$ cat src/rtl/div_seq.sv
// Multi-cycle restoring divider with a start/busy/done handshake, runtime signed mode,
// and divide-by-zero / signed-overflow flags. All outputs come straight from registers.
module div_seq #(
    parameter int WIDTH  = 8,
    parameter bit SIGNED = 1'b1
) (
    input  logic             clk,
    input  logic             rst,
    input  logic             start,
    input  logic             sgn,
    input  logic [WIDTH-1:0] a,
    input  logic [WIDTH-1:0] b,
    output logic             busy,
    output logic             done,
    output logic [WIDTH-1:0] quo,
    output logic [WIDTH-1:0] rem,
    output logic             dz,
    output logic             ovf
);

    localparam int CW = (WIDTH > 2) ? $clog2(WIDTH) : 1;
    localparam logic [CW-1:0]    CNT_LAST = CW'(WIDTH - 1);
    localparam logic [WIDTH-1:0] MIN_V    = {1'b1, {(WIDTH-1){1'b0}}};

    typedef enum logic [1:0] {
        S_IDLE = 2'd0,
        S_CALC = 2'd1,
        S_FIX  = 2'd2
    } state_t;

    state_t           state_r, state_nxt_s;
    logic [CW-1:0]    count_r;
    logic [WIDTH-1:0] dvd_r;        // dividend magnitude, quotient bits shift in at the LSB
    logic [WIDTH:0]   dvs_r;
    logic [WIDTH-1:0] prem_r;
    logic [WIDTH-1:0] a_raw_r;
    logic             neg_q_r, neg_r_r, dz_pend_r, ovf_pend_r;
    logic             busy_r, done_r, dz_r, ovf_r;
    logic [WIDTH-1:0] quo_r, rem_r;

    logic             sgn_eff_s, a_neg_s, b_neg_s, qbit_s;
    logic [WIDTH-1:0] a_mag_s, diff_s;
    logic [WIDTH:0]   b_mag_s, prem_shift_s;

    // Sign-extend then negate, so the magnitude of MIN is exact in WIDTH+1 bits.
    function automatic logic [WIDTH:0] mag_ext(input logic [WIDTH-1:0] v, input logic neg);
        logic [WIDTH:0] ext;
        ext = {v[WIDTH-1] & neg, v};
        if (neg) begin
            mag_ext = ~ext + {{WIDTH{1'b0}}, 1'b1};
        end else begin
            mag_ext = ext;
        end
    endfunction

    // Operand conditioning and one restoring-division step.
    always_comb begin
        sgn_eff_s    = SIGNED & sgn;
        a_neg_s      = sgn_eff_s & a[WIDTH-1];
        b_neg_s      = sgn_eff_s & b[WIDTH-1];
        b_mag_s      = mag_ext(b, b_neg_s);
        if (a_neg_s) begin
            a_mag_s = {WIDTH{1'b0}} - a;
        end else begin
            a_mag_s = a;
        end
        prem_shift_s = {prem_r, dvd_r[WIDTH-1]};
        qbit_s       = (prem_shift_s >= dvs_r);
        diff_s       = prem_shift_s[WIDTH-1:0] - dvs_r[WIDTH-1:0];
    end

    // Next-state logic.
    always_comb begin
        state_nxt_s = state_r;
        case (state_r)
            S_IDLE: begin
                if (start) begin
                    state_nxt_s = (b == {WIDTH{1'b0}}) ? S_FIX : S_CALC;
                end else begin
                    state_nxt_s = S_IDLE;
                end
            end
            S_CALC: begin
                if (count_r == CNT_LAST) begin
                    state_nxt_s = S_FIX;
                end else begin
                    state_nxt_s = S_CALC;
                end
            end
            S_FIX:   state_nxt_s = S_IDLE;
            default: state_nxt_s = S_IDLE;
        endcase
    end

    // State register.
    always_ff @(posedge clk or negedge rst) begin
        if (!rst) begin
            state_r <= S_IDLE;
        end else begin
            state_r <= state_nxt_s;
        end
    end

    // Datapath: operand capture, iteration, sign fix-up and result registers.
    always_ff @(posedge clk or negedge rst) begin
        if (!rst) begin
            count_r    <= {CW{1'b0}};
            dvd_r      <= {WIDTH{1'b0}};
            dvs_r      <= {(WIDTH+1){1'b0}};
            prem_r     <= {WIDTH{1'b0}};
            a_raw_r    <= {WIDTH{1'b0}};
            neg_q_r    <= 1'b0;
            neg_r_r    <= 1'b0;
            dz_pend_r  <= 1'b0;
            ovf_pend_r <= 1'b0;
            busy_r     <= 1'b0;
            done_r     <= 1'b0;
            quo_r      <= {WIDTH{1'b0}};
            rem_r      <= {WIDTH{1'b0}};
            dz_r       <= 1'b0;
            ovf_r      <= 1'b0;
        end else begin
            busy_r <= (state_nxt_s != S_IDLE);
            done_r <= 1'b0;
            case (state_r)
                S_IDLE: begin
                    if (start) begin
                        count_r    <= {CW{1'b0}};
                        dvd_r      <= a_mag_s;
                        dvs_r      <= b_mag_s;
                        prem_r     <= {WIDTH{1'b0}};
                        a_raw_r    <= a;
                        neg_q_r    <= a_neg_s ^ b_neg_s;
                        neg_r_r    <= a_neg_s;
                        dz_pend_r  <= (b == {WIDTH{1'b0}});
                        ovf_pend_r <= sgn_eff_s & (a == MIN_V) & (b == {WIDTH{1'b1}});
                    end else begin
                        count_r <= count_r;
                    end
                end
                S_CALC: begin
                    count_r <= count_r + {{(CW-1){1'b0}}, 1'b1};
                    dvd_r   <= {dvd_r[WIDTH-2:0], qbit_s};
                    if (qbit_s) begin
                        prem_r <= diff_s;
                    end else begin
                        prem_r <= prem_shift_s[WIDTH-1:0];
                    end
                end
                S_FIX: begin
                    done_r <= 1'b1;
                    if (dz_pend_r) begin
                        quo_r <= {WIDTH{1'b1}};
                        rem_r <= a_raw_r;
                        dz_r  <= 1'b1;
                        ovf_r <= 1'b0;
                    end else begin
                        quo_r <= neg_q_r ? ({WIDTH{1'b0}} - dvd_r) : dvd_r;
                        rem_r <= neg_r_r ? ({WIDTH{1'b0}} - prem_r) : prem_r;
                        dz_r  <= 1'b0;
                        ovf_r <= ovf_pend_r;
                    end
                end
                default: begin
                    count_r <= {CW{1'b0}};
                end
            endcase
        end
    end

    assign busy = busy_r;
    assign done = done_r;
    assign quo  = quo_r;
    assign rem  = rem_r;
    assign dz   = dz_r;
    assign ovf  = ovf_r;

endmodule

$ cat config.mk
export PLATFORM = sky130hd
export DESIGN_NAME = div_seq
export DESIGN_NICKNAME = d
export VERILOG_FILES = /design/src/rtl/div_seq.sv
export SDC_FILE = /design/constraint.sdc
export NUM_CORES = 1
export LEC_CHECK = 0
export BUFFER_PORTS_ARGS = -buffer_cell sky130_fd_sc_hd__buf_2
export CAP_MARGIN = 40
export CORE_MARGIN = 2
export CORE_UTILIZATION = 54
export CTS_BUF_LIST = sky130_fd_sc_hd__clkbuf_8
export CTS_CLUSTER_SIZE = 28
export DETAILED_ROUTE_END_ITERATION = 16
export GPL_ROUTABILITY_DRIVEN = 0
export GPL_TIMING_DRIVEN = 0
export PLACE_DENSITY = 0.71
export SLEW_MARGIN = 20
export SYNTH_ARGS = -nofsm -noshare
export SYNTH_HDL_FRONTEND = slang
export SYNTH_SLANG_ARGS = --single-unit
$ cat constraint.sdc
create_clock -name clk -period 4.7 [get_ports clk]
set_input_delay 0.235 -clock clk [delete_from_list [all_inputs] [get_ports clk]]
set_output_delay 0.235 -clock clk [all_outputs]
set_load 0.05 [all_outputs]
==> flow_summary.yaml <==
synthesis:
  yosysSeqAreaShare_pct: 43.3
  synth_most_common_cell: "nand2_1"
  synth-async-reset-ratio_pct: 100
  ys_types: 55
  synthesis.nets: 440
  syn_area_um2: 3590
  ys_dominant_reg_cell: "dfrtp_1"
  seq_cells_post_synth: 62
  synth_warnings: 0
  post_synth_inst_count: 402
  synthTopCellsByCount: "nand2_1, dfrtp_1, o21ai_0, inv_1, nor2_1"
  synth_edf_count: 0
  synth.top_cell.area_share_pct: 43.3
  yosys.area.top_type: "dfrtp_1"
  synth_area_per_cell_um2: 8.92
  yosys-top-cells-area: "dfrtp_1, nand2_1, ha_1"
sta:
  slew_of_the_pin_with_the_lowest_slew_margin_ns: 0.738
  setup_violations: 0
  totalNegativeSetupSlack_ns: 0
  unrepaired_setup_endpoints_after_global_routing: "no"
  finalCritPeriodShare_pct: 54.6
  final_max_slew_viol_count: 0
  min_period_ns: 2.57
  fmaxAchievable_mhz: 389
  maxSlewHeadroom_pct: 50.6
  finClkSkew_ns: 0.00904
  timing.final.hold_violations: 0
drt:
  drt_pass_1_iters: 4
  vias_per_cell: 5.72
  wire_per_inst_um: 15.3
  number_of_remaining_drc_errors: 0
  total_wire_length_um: 8140
  route.antenna.remaining_nets: 0
  routed-via-count: 3048
  detailedRoute.firstIterationViolations: 185
die:
  design.portCount: 40
  die_h_um: 85.5
  die_width_um: 85.5
  core_region_area_um2: 6390
  start_util_pct: 56.2
  design.die.area_um2: 7310
  placement_rows: 29
finish:
  filler_cell_count: 566
  layout-area-overhead-vs-synth_pct: 13.7
  ratio_of_cells_with_drive_above_1_in_the_final_layout_pct: 13.6
  n_antenna_cell: 0
  fin_area_um2: 4080
  nets: 492
setup_path:
  cp_max_fo: 9
  critical-path-max-stage-delay_ns: 0.47
  timing.critical_path.to_type: "flip-flop"
  setup.worst_path.start_class: "flip-flop"
  timing.critical_path.required_ns: 4.91
  timing_worst_setup_path_type: "flip-flop to flip-flop"
  arrival_ns: 2.78
  cp_num_buf_inv: 2
  crit_slowest_cell: "dfrtp_1"
  cell_type_group_with_the_largest_total_delay_on_the_critical_path: "compound AO/OA/AOI/OAI gates"
  critical_path.cell_chain: "ha_1 -> buf_2 -> and4_1 -> a21oi_1 -> o211ai_1 -> or2_0 -> buf_6 -> a311o_1"
clock_network:
  cts_max_level: 3
  cts.root.buffer_cell: "clkbuf_8"
  number_of_buffers_created_by_cts: 9
  cts_hold_buf: 1
  tritoncts_num_sinks: 62
  path_clk_slew_ns: 0.06
  worst_skew_pair.late_latency_ns: 0.33
  postCtsSetupBuffers: 0
  cts-resized-gates: 0
  cts_tree: "done"
  clock_path_buffers: 2
place:
  portBuffers: 39
  placedInstanceArea_um2: 3880
  place.detailed.hpwl_um: 6250
global_route:
  grt_first_pass_wirelength_um: 13600
  grt_use_met3_pct: 3.46
  globalRouteOverflowTotal: 0
  grt.met1_usage_pct: 33.1
  maximum_number_of_pins_on_one_net_before_global_route_repair: 63
  grt.total_usage_pct: 23.7
  via_count_of_the_first_global_routing_pass: 2799
  grt.busiest_layer: "met2"
  antenna_violations_before_repair: 0
  grt_util_met2_pct: 38.5
pwr:
  total_leakage_power_uw: 0.00189
  peakVddDrop_mv: 0.393
  power-per-cell-area_nw_per_um2: 722
flow_run:
  drv.max_cap_violation_count: 0
hold_path:
  hold_path_class: "input pin to flip-flop"
status:
  outcome: "completed"
-- cell type report --
type                       count  area (um^2)  area share, %
buffer                        18         76.3           1.87
clock buffer                  11          151           3.71
clock inverter                 2         10.0          0.245
inverter                      25         93.8           2.30
multi-input combinational    297         1860           45.7
sequential                    62         1550           38.0
tap                           77         96.3           2.36
timing repair buffer          41          235           5.77
-- where the power goes --
part	total [uW]	internal (uW)	switching (uW)
Sequential	929	755	174
Clock	396	209	187
Combinational	1620	645	973
Total	2940	1610	1330
-- cells in the final DEF, fill, tap and decap left out, types with 11 or more instances in the layout --
| cell type | count |
|---|---|
| nand2_1 | 77 |
| dfrtp_1 | 62 |
| buf_2 | 39 |
| o21ai_0 | 36 |
| inv_1 | 25 |
| nor2_1 | 25 |
| ha_1 | 17 |
| xnor2_1 | 16 |
| a21oi_1 | 16 |
| clkbuf_1 | 15 |
| o211ai_1 | 13 |
| clkbuf_8 | 11 |
-- worst register-to-register path: cells and delay by family, from the launching register on --
kind	cells	cell delay [ns]
AO/OA/AOI/OAI	3	0.79
adder cells (fa/ha/maj)	1	0.30
buffers and inverters	2	0.31
flip-flops	1	0.47
AND/OR/NAND/NOR	2	0.57
-- registers in the layout, indices dropped and copies added (netlist names) --
register / cells
ovf_pend_r: 1
state_r: 2
busy: 1
neg_r_r: 1
a_raw_r: 8
prem_r: 8
ovf: 1
dz_pend_r: 1
quo: 8
rem: 8
dz: 1
neg_q_r: 1
dvs_r: 9
count_r: 3
done: 1
dvd_r: 8
-- stage by stage --
step | worst slack (ns) | cells | hold WS [ns] | power (uW) | utilization [%]
3_5_place_dp | 2.16 | 518 | 0.355 | 2550 | 60.8
3_3_place_gp | 2.20 | 518 | 0.453 | 2510 | 60.7
4_1_cts | 2.14 | 532 | 0.192 | 2960 | 63.4
5_1_grt | 2.01 | 533 | 0.200 | 3190 | 63.9
2_1_floorplan | 2.45 | 402 | -0.0606 | 2170 | -
6_report | 2.13 | 533 | 0.200 | 2940 | 63.9
-- per-layer routing --
layer | part of all wire (%) | vias to the layer above | wire length, um
li1 | - | 1515 | -
met1 | 46 | 1444 | 3720
met2 | 48 | 81 | 3900
met3 | 5.1 | 8 | 418
met4 | 1.2 | 0 | 101
met5 | 0 | - | 0
-- worst paths after layout --
check	from	end	slack, ns	cells past startpoint
setup / recovery	prem_r[4]$_DFFE_PN0P_	prem_r[1]$_DFFE_PN0P_	2.13	8
hold / removal	a[5]	a_raw_r[5]$_DFFE_PN0P_	0.20	3
setup reg to reg	prem_r[4]$_DFFE_PN0P_	prem_r[1]$_DFFE_PN0P_	2.13	8
hold reg to reg	quo[7]$_DFFE_PN0P_	quo[7]$_DFFE_PN0P_	0.47	2
max in group asynchronous	rst	dvd_r[2]$_DFFE_PN0P_	3.92	3
min in group asynchronous	rst	rem[6]$_DFFE_PN0P_	0.29	2
-- kinds of logic after synthesis --
logic type / count (synthesis) / synth area share (%)
fa+ha+maj: 18 / 6.49
buf+inv: 43 / 4.74
xor+xnor: 24 / 5.86
mux: 7 / 1.95
flops: 62 / 43.3
compound gates: 102 / 19.2
simple gates: 146 / 18.5
No activity file was read; power rests on OpenSTA's default activity.
